[config.mk]
export PLATFORM = sky130hd
export DESIGN_NAME = uop_block_arb
export DESIGN_NICKNAME = d
export VERILOG_FILES = /design/src/rtl/uop_block_arb.sv
export SDC_FILE = /design/constraint.sdc
export NUM_CORES = 1
export LEC_CHECK = 0
export CORE_MARGIN = 5
export CORE_UTILIZATION = 42
export DETAILED_ROUTE_END_ITERATION = 10
export PLACE_DENSITY = 0.77
export SETUP_SLACK_MARGIN = 0.3
export SYNTH_ARGS = -nofsm -noshare
export SYNTH_HDL_FRONTEND = slang
export SYNTH_SLANG_ARGS = --single-unit
[constraint.sdc]
create_clock -name clk -period 2.5 [get_ports clk]
set_clock_uncertainty 0.15 [all_clocks]
set_input_delay 0.5 -clock clk [delete_from_list [all_inputs] [get_ports clk]]
set_output_delay 0.5 -clock clk [all_outputs]
set_load 0.01 [all_outputs]
[src/rtl/uop_block_arb.sv]
// Round-robin arbiter for a shared fixed-latency uop datapath, with credit-limited result FIFO.
// Optional perf counters are enabled by defining UOP_BLOCK_ARB_PERF_EN.
module uop_block_arb #(
  parameter int unsigned NREQ  = 4,
  parameter int unsigned W     = 64,
  parameter int unsigned LAT   = 3,
  parameter int unsigned DEPTH = 4,
  localparam int unsigned SW   = $clog2(W),
  localparam int unsigned IDW  = $clog2(NREQ)
) (
  input  logic                 clk,
  input  logic                 rst_n,
  input  logic [NREQ-1:0]      req_valid_i,
  output logic [NREQ-1:0]      req_ready_o,
  input  logic [NREQ*W-1:0]    req_src_i,
  input  logic [NREQ*SW-1:0]   req_shamt_i,
  output logic [W-1:0]         dp_src_o,
  output logic [SW-1:0]        dp_shamt_o,
  input  logic [W-1:0]         dp_dst_i,
  output logic                 rsp_valid_o,
  input  logic                 rsp_ready_i,
  output logic [IDW-1:0]       rsp_id_o,
  output logic [W-1:0]         rsp_data_o,
`ifdef UOP_BLOCK_ARB_PERF_EN
  output logic [31:0]          perf_issue_o,
  output logic [31:0]          perf_stall_o,
`endif
  output logic                 busy_o
);

  localparam int unsigned PW  = (DEPTH > 1) ? $clog2(DEPTH) : 1;
  localparam int unsigned CW  = $clog2(DEPTH + 1);
  localparam int unsigned IW1 = IDW + 1;

  // Arbitration
  logic [IDW-1:0] r_rr;
  logic           w_gnt_found;
  logic [IDW-1:0] w_gnt_idx;
  logic [CW-1:0]  r_used;
  logic           w_credit;
  logic           w_issue;
  logic [W-1:0]   w_sel_src;
  logic [SW-1:0]  w_sel_shamt;

  always_comb begin
    logic [IW1-1:0] v_sum;
    w_gnt_found = 1'b0;
    w_gnt_idx   = '0;
    v_sum       = '0;
    for (int i = 0; i < NREQ; i++) begin
      v_sum = {1'b0, r_rr} + IW1'(i);
      if (v_sum >= IW1'(NREQ)) v_sum = v_sum - IW1'(NREQ);
      if (!w_gnt_found && req_valid_i[v_sum[IDW-1:0]]) begin
        w_gnt_found = 1'b1;
        w_gnt_idx   = v_sum[IDW-1:0];
      end
    end
  end

  // Credit covers both in-flight tags and held FIFO entries, so a capture never overflows.
  assign w_credit    = (r_used < CW'(DEPTH));
  assign w_issue     = w_gnt_found & w_credit & rst_n;
  assign req_ready_o = w_issue ? (NREQ'(1) << w_gnt_idx) : '0;
  assign w_sel_src   = req_src_i[w_gnt_idx*W +: W];
  assign w_sel_shamt = req_shamt_i[w_gnt_idx*SW +: SW];

  logic [W-1:0]  r_dp_src;
  logic [SW-1:0] r_dp_shamt;

  assign dp_src_o   = w_issue ? w_sel_src   : r_dp_src;
  assign dp_shamt_o = w_issue ? w_sel_shamt : r_dp_shamt;

  always_ff @(posedge clk or negedge rst_n) begin
    if (!rst_n) begin
      r_rr       <= '0;
      r_dp_src   <= '0;
      r_dp_shamt <= '0;
    end else if (w_issue) begin
      r_rr       <= (w_gnt_idx == IDW'(NREQ - 1)) ? '0 : w_gnt_idx + IDW'(1);
      r_dp_src   <= w_sel_src;
      r_dp_shamt <= w_sel_shamt;
    end
  end

  // Tag pipeline tracks ownership of each result through the datapath
  logic [LAT-1:0] r_tag_vld;
  logic [IDW-1:0] r_tag_id [LAT];

  always_ff @(posedge clk or negedge rst_n) begin
    if (!rst_n) begin
      r_tag_vld <= '0;
      for (int i = 0; i < LAT; i++) r_tag_id[i] <= '0;
    end else begin
      r_tag_vld[0] <= w_issue;
      r_tag_id[0]  <= w_gnt_idx;
      for (int i = 1; i < LAT; i++) begin
        r_tag_vld[i] <= r_tag_vld[i-1];
        r_tag_id[i]  <= r_tag_id[i-1];
      end
    end
  end

  // Result FIFO
  logic           w_push;
  logic           w_pop;
  logic [PW-1:0]  r_wr;
  logic [PW-1:0]  r_rd;
  logic [CW-1:0]  r_cnt;
  logic [W-1:0]   r_fifo_data [DEPTH];
  logic [IDW-1:0] r_fifo_id   [DEPTH];

  assign w_push      = r_tag_vld[LAT-1];
  assign rsp_valid_o = (r_cnt != '0);
  assign w_pop       = rsp_valid_o & rsp_ready_i;
  assign rsp_id_o    = rsp_valid_o ? r_fifo_id[r_rd]   : '0;
  assign rsp_data_o  = rsp_valid_o ? r_fifo_data[r_rd] : '0;
  assign busy_o      = (|r_tag_vld) | rsp_valid_o;

  always_ff @(posedge clk) begin
    if (w_push) begin
      r_fifo_data[r_wr] <= dp_dst_i;
      r_fifo_id[r_wr]   <= r_tag_id[LAT-1];
    end
  end

  always_ff @(posedge clk or negedge rst_n) begin
    if (!rst_n) begin
      r_wr   <= '0;
      r_rd   <= '0;
      r_cnt  <= '0;
      r_used <= '0;
    end else begin
      if (w_push) r_wr <= (r_wr == PW'(DEPTH - 1)) ? '0 : r_wr + PW'(1);
      if (w_pop)  r_rd <= (r_rd == PW'(DEPTH - 1)) ? '0 : r_rd + PW'(1);
      unique case ({w_push, w_pop})
        2'b10:   r_cnt <= r_cnt + CW'(1);
        2'b01:   r_cnt <= r_cnt - CW'(1);
        default: r_cnt <= r_cnt;
      endcase
      unique case ({w_issue, w_pop})
        2'b10:   r_used <= r_used + CW'(1);
        2'b01:   r_used <= r_used - CW'(1);
        default: r_used <= r_used;
      endcase
    end
  end

`ifdef UOP_BLOCK_ARB_PERF_EN
  logic [31:0] r_perf_issue;
  logic [31:0] r_perf_stall;

  always_ff @(posedge clk or negedge rst_n) begin
    if (!rst_n) begin
      r_perf_issue <= '0;
      r_perf_stall <= '0;
    end else begin
      if (w_issue) r_perf_issue <= r_perf_issue + 32'd1;
      else if (|req_valid_i) r_perf_stall <= r_perf_stall + 32'd1;
    end
  end

  assign perf_issue_o = r_perf_issue;
  assign perf_stall_o = r_perf_stall;
`endif

endmodule
Word-level counts from Yosys, hierarchy flattened
Memory sizes are Yosys's and may differ from the RTL's.
Cells that the tools add are included.
W data, S select, Z words.
- register bits after elaboration: 91
- RAM bits: 264
- input port bits: 351
- output and inout port bits: 142
- logic and storage cells: 93
- memories kept: 2
- add/sub/neg operators: 14
- multiply operators: 1
- $lt $le $gt $ge: 9
- equal/unequal tests: 7
- shifts and indexed selects: 3
- multiplexer cells: 32
- bitwise operators: 4
- reduce and logical (&&, ||, !) cells: 10
- memory list (name ; words ; width ; read ports ; clocked after memory_dff ; write ports ; line ; RTL):
    r_fifo_data ; 4 ; 64 ; 1 ; 0 ; 1 ; 109 ; logic [W-1:0] r_fifo_data [DEPTH];
    r_fifo_id ; 4 ; 2 ; 1 ; 0 ; 1 ; 110 ; logic [IDW-1:0] r_fifo_id [DEPTH];
- operators by type and width (operator ; count):
    $shiftx A256 B9 Y64 ; 1
    $mux W64 ; 2
    $mux W2 ; 12
    $shiftx A24 B6 Y6 ; 1
    $lt A2 B3 Y1 const B ; 4
    $pmux W3 S2 ; 2
    $eq A2 B2 Y1 const B ; 5
    $mux W1 ; 10
    $ge A3 B3 Y1 const B ; 3
    $bmux W1 S2 ; 4
    $sub A2 B1 Y2 const B ; 4
    $add A2 B1 Y2 const B ; 3
    $add A2 B2 Y3 const B ; 2
    $add A3 B1 Y3 const B ; 2
    $mux W6 ; 1
    $sub A3 B1 Y3 const B ; 2
    $eq A2 B1 Y1 const B ; 2
    $mul A2 B2 Y4 const B ; 1
    $mux W4 ; 1
    $reduce_bool A2 Y1 ; 2
    $shl A1 B2 Y4 const A ; 1
    $add A2 B1 Y3 const B ; 1
    $and A1 B1 Y1 ; 3
    $ge A2 B3 Y1 const B ; 1
    6 further kinds ; 10

Logic depth before layout (Yosys ltp)
- depth in word-level cells: 18
- depth in mapped cells: 11
- mapped depth without buffers: 9

Worst setup path before layout
Ideal clock, no wire load.
- path type: in2reg
- start point: input req_valid_i[2]
- end point: register r_used[2]
- library setup time: 0.079 ns
- data arrival time: 2.556 ns
- required time: 2.271 ns
- setup slack: -0.285 ns
- stages on the path: 11
- buffers on the path: 2
- cell sequence: nor4_1 nor2_1 inv_1 clkbuf_1 clkbuf_1 ha_1 inv_1 fa_1 xor2_1 nor2_1 xor2_1
- longest elaborated chain between the ends: 16
- elaborated cells on any way between the ends: 24
- classes of those cells: 2 x eq/ne; 13 x mux; 2 x bitwise; 7 x reduce/logical
- RTL lines (element ; line ; RTL):
    start, declared ; 13 ; input logic [NREQ-1:0] req_valid_i,
    $bmux W1 S2 ; 53 ; if (!w_gnt_found && req_valid_i[v_sum[IDW-1:0]]) begin
    $mux W1 (implied by the code) ; 53 ;
    $mux W1 ; 53 ;
    $logic_not A1 Y1 ; 53 ;
    $logic_and A1 B1 Y1 ; 53 ;
    $mux W1 ; 53 ;
    $logic_not A1 Y1 ; 53 ;
    $logic_and A1 B1 Y1 ; 53 ;
    $mux W1 ; 53 ;
    $logic_not A1 Y1 ; 53 ;
    $logic_and A1 B1 Y1 ; 53 ;
    $mux W1 (*) ; 53 ;
    $and A1 B1 Y1 (*) (2 in series) ; 62 ; assign w_issue = w_gnt_found & w_credit & rst_n;
    net w_issue ; 41 ; logic w_issue;
    $eq A2 B1 Y1 or $eq A2 B2 Y1 (tied branches) ; 140 ; unique case ({w_issue, w_pop})
    $pmux W3 S2 or $reduce_bool A2 Y1 (tied branches) ; n/a ;
    end signal, assigned ; 141 ; 2'b10: r_used <= r_used + CW'(1);
    end signal, assigned ; 142 ; 2'b01: r_used <= r_used - CW'(1);
    end signal, assigned ; 143 ; default: r_used <= r_used;
    end, declared ; 39 ; logic [CW-1:0] r_used;
Mark *: on every way through the listed nets, which the timed path passes. The rest lies on a longest branch. The select of a mux whose other input is x is not followed.
A chain may end at the register's enable or synchronous reset.

Worst setup path after layout
- start point: register r_rr[1]
- end point: output dp_src_o[31]
- longest elaborated chain between the ends: 17
- elaborated cells on any way between the ends: 41
- classes of those cells: 7 x add/sub; 4 x order compare; 1 x shift; 21 x mux; 2 x bitwise; 6 x reduce/logical
- RTL lines (element ; line ; RTL):
    start, declared ; 36 ; logic [IDW-1:0] r_rr;
    start signal, assigned ; 79 ; r_rr <= (w_gnt_idx == IDW'(NREQ - 1)) ? '0 : w_gnt_idx + IDW'(1);
    parallel branches: the longest is 16 deep, another holds $add A2 B1 Y3 ; n/a ;
    $mux W64 (*) ; n/a ;
    end, declared ; 17 ; output logic [W-1:0] dp_src_o,
Every way passes the cells marked *. The select of a mux whose other input is x is not followed.

==> flow_metrics.tcl <==
set metrics [dict create \
    status "finished with violations" \
    failed_checks "negative setup slack" \
    drc 0 \
    postRouteWirelength_um 61810 \
    end_kind "output pin" \
    synth_top_area_cell "edfxtp_1" \
    synthTopCellsByArea "edfxtp_1, dfrtp_1, mux4_2" \
    antenna_found_initial 21 \
    place_hpwl_um 39260 \
    max-slew-margin-rel_pct 58.56 \
    synth_top_area_share_pct 51.21 \
    cts_inserted_buffers 38 \
    worstMarginPinSlew_ns 0.6216 \
    critPathLaunchType "register" \
    ios 493 \
    cts_num_sinks 355 \
    cts_buffer_depth 3 \
    synth-seq-cells 355 \
    place_inst 2088 \
    coreArea_sq_um 36520 \
    cap_violations 0 \
    grt_overflow 0 \
    num_vias 13128 \
    cts-root-buf "clkbuf_16" \
    rows 70 \
    placed_area_sq_um 21520 \
    rsz0062_at_grt "yes" \
    post_drt_wl_per_cell_um 26.28 \
    critPathRequiredTime_ns 1.85 \
    drive_gt1_share_pct 43.01 \
    synthArstFlopShare_pct 25.63 \
    hold_class "reg2reg" \
    final_cells 2352 \
    post-route-min-period_ns 3.398 \
    synth_nets 1493 \
    setup_slack_ns -0.8978 \
    syn_to_final_growth_pct 71.51 \
    leakage_nw 10.81 \
    io_buffers 492 \
    yosysSeqAreaShare_pct 65.92 \
    clk_pin_slew_ns 0.06 \
    fin_crit_sh_pct 135.9 \
    final_common_cell "clkdlybuf4s50_1" \
    finalSetupViolations 143 \
    postSynthCellCount 1129 \
    ys.warnings.count 0 \
    layout.nets 2204 \
    power.density_nw_per_um2 1133 \
    peakVddDrop_v 0.0006543 \
    tns_ns -83.99 \
    synth.distinct_cells 36 \
    htreeDepth 2 \
    die_h_um 202.0 \
    finalInstanceArea_sq_um 26550 \
    dr.pass1.iters 9 \
    worst-setup-path-type "reg2out" \
    clock_latency_ns 0.53 \
    die_x_um 202.0 \
    crit_arrival_ns 2.75 \
    vias_per_cell 5.582 \
    cts_tree "done" \
    ys.flop_type "edfxtp_1" \
    crit_fanout 6 \
    track_usage_pct 27.71 \
    final_cell_mix "clkdlybuf4s50_1, edfxtp_1, nand2_1" \
    slew_viol_final 0 \
    drt-initial-drc-count 1008 \
    grt_max_degree 59 \
    grt_pass1_wl_um 85340 \
    synth-edff-count 264 \
    synth_area_sq_um 15480 \
    start_util_pct 42.38 \
    postSynthAreaPerCell_sq_um 13.71 \
    first_global_vias 13423 \
    dieArea_sq_um 40800 \
    max_clock_freq_mhz 294.3 \
    final-hold-violation-count 0 \
    drtAntennaViolNets 0 \
    routabilityCongestion 1.018 \
]
[cell families (layout without fill, tap and decap cells)]
| logic type | Yosys count | count (layout) | share of synthesized area, % |
|---|---|---|---|
| buffers and inverters | 91 | 829 | 3.322 |
| XOR/XNOR | 6 | 6 | 0.3395 |
| AO/OA/AOI/OAI | 219 | 219 | 8.915 |
| multiplexers | 70 | 70 | 9.877 |
| adder cells (fa/ha/maj) | 13 | 13 | 1.148 |
| flip-flops | 355 | 355 | 65.92 |
| other | 0 | 17 | 0 |
| AND/OR/NAND/NOR | 375 | 375 | 10.48 |
[metrics by stage]
step / total power [mW] / setup WS (ns) / hold WS, ns / util, %
CTS: 27.28 / -0.8849 / 0.2017 / 67.24
floorplan: 13.74 / 0.03735 / 0.05441 / -
finish: 30.09 / -0.8978 / 0.1997 / 72.69
global route: 31.38 / -0.9330 / 0.2123 / 72.69
detailed placement: 19.43 / -1.242 / 0.1885 / 58.91
global placement: 19.26 / -1.206 / 0.1859 / 58.91
[final timing paths]
kind / from / endpoint / slack (ns) / cells past startpoint
max: r_rr[1]$_DFFE_PN0N_ / dp_src_o[31] / -0.90 / 9
min: r_tag_id[3]$_DFF_PN0_ / r_tag_id[1]$_DFF_PN0_ / 0.20 / 0
max reg2reg: r_rr[1]$_DFFE_PN0N_ / r_dp_src[19]$_DFF_PN0_ / -0.04 / 10
min reg2reg: r_tag_id[3]$_DFF_PN0_ / r_tag_id[1]$_DFF_PN0_ / 0.20 / 0
max in group asynchronous: rst_n / r_dp_src[33]$_DFF_PN0_ / 0.68 / 4
min in group asynchronous: rst_n / r_rd[0]$_DFFE_PN0P_ / 0.51 / 3
[worst max-delay path, stage by stage, from the launching register on]
cell	delay (ns)
dfrtp_2	0.45
mux2_4	0.32
o221a_4	0.36
buf_12	0.17
buf_8	0.13
buf_16	0.14
nand2_1	0.10
a21oi_1	0.09
a211o_1	0.31
buf_6	0.14
[power breakdown]
group / leakage, nW / total, mW / internal (mW) / switching [mW]
clock network: 0.586 / 5.44 / 3.13 / 2.30
registers: 3.53 / 8.03 / 7.63 / 0.400
logic: 6.69 / 16.6 / 9.43 / 7.18
total: 10.8 / 30.1 / 20.2 / 9.89
[timing repair]
item,in CTS,in global routing
hold endpoints to repair,33,0
gates cloned,23,10
endpoints found under the setup margin,149,244
gates resized for setup,859,366
setup buffers,93,53
pin swaps,78,124
hold buffers,1,0
[layer usage]
metal	global-route usage, %	wire, um	vias to the layer above
met3	7.621	5981	231
met4	13.40	3865	8
li1	-	-	5581
met2	45.04	29990	831
met5	0	48	-
met1	34.49	21930	6477
[sequential cells by signal, indices dropped and copies added, names as in the netlist]
signal / cells
r_rr: 2
r_tag_vld: 3
r_wr: 2
r_tag_id: 6
r_cnt: 3
r_rd: 2
r_fifo_id: 8
r_dp_shamt: 6
r_used: 3
r_fifo_data: 256
r_dp_src: 64
[layout make-up]
class	instances	area (sq um)
clock buffers	47	1026
flip-flops and latches	355	10210
well taps	468	585.6
fillers	2243	9973
inverters	15	71.32
diodes	17	42.54
repair buffers	747	8502
multi-input cells	683	5944
clock inverters	20	166.4
[synthesized netlist by cell type (all sizes together), types with 2 or more instances]
cell and n:
mux4 66, dfrtp 91, a21oi 141, mux2i 2, or3 2, nor2 4
a21o 2, o21ai 2, fa 2, ha 11, xnor2 2, clkbuf 30
nand2 286, xor2 4, nor2b 2, edfxtp 264, and2 75, buf 46
inv 15, a211o 70, mux2 2
(Power assumes the default switching activity.)
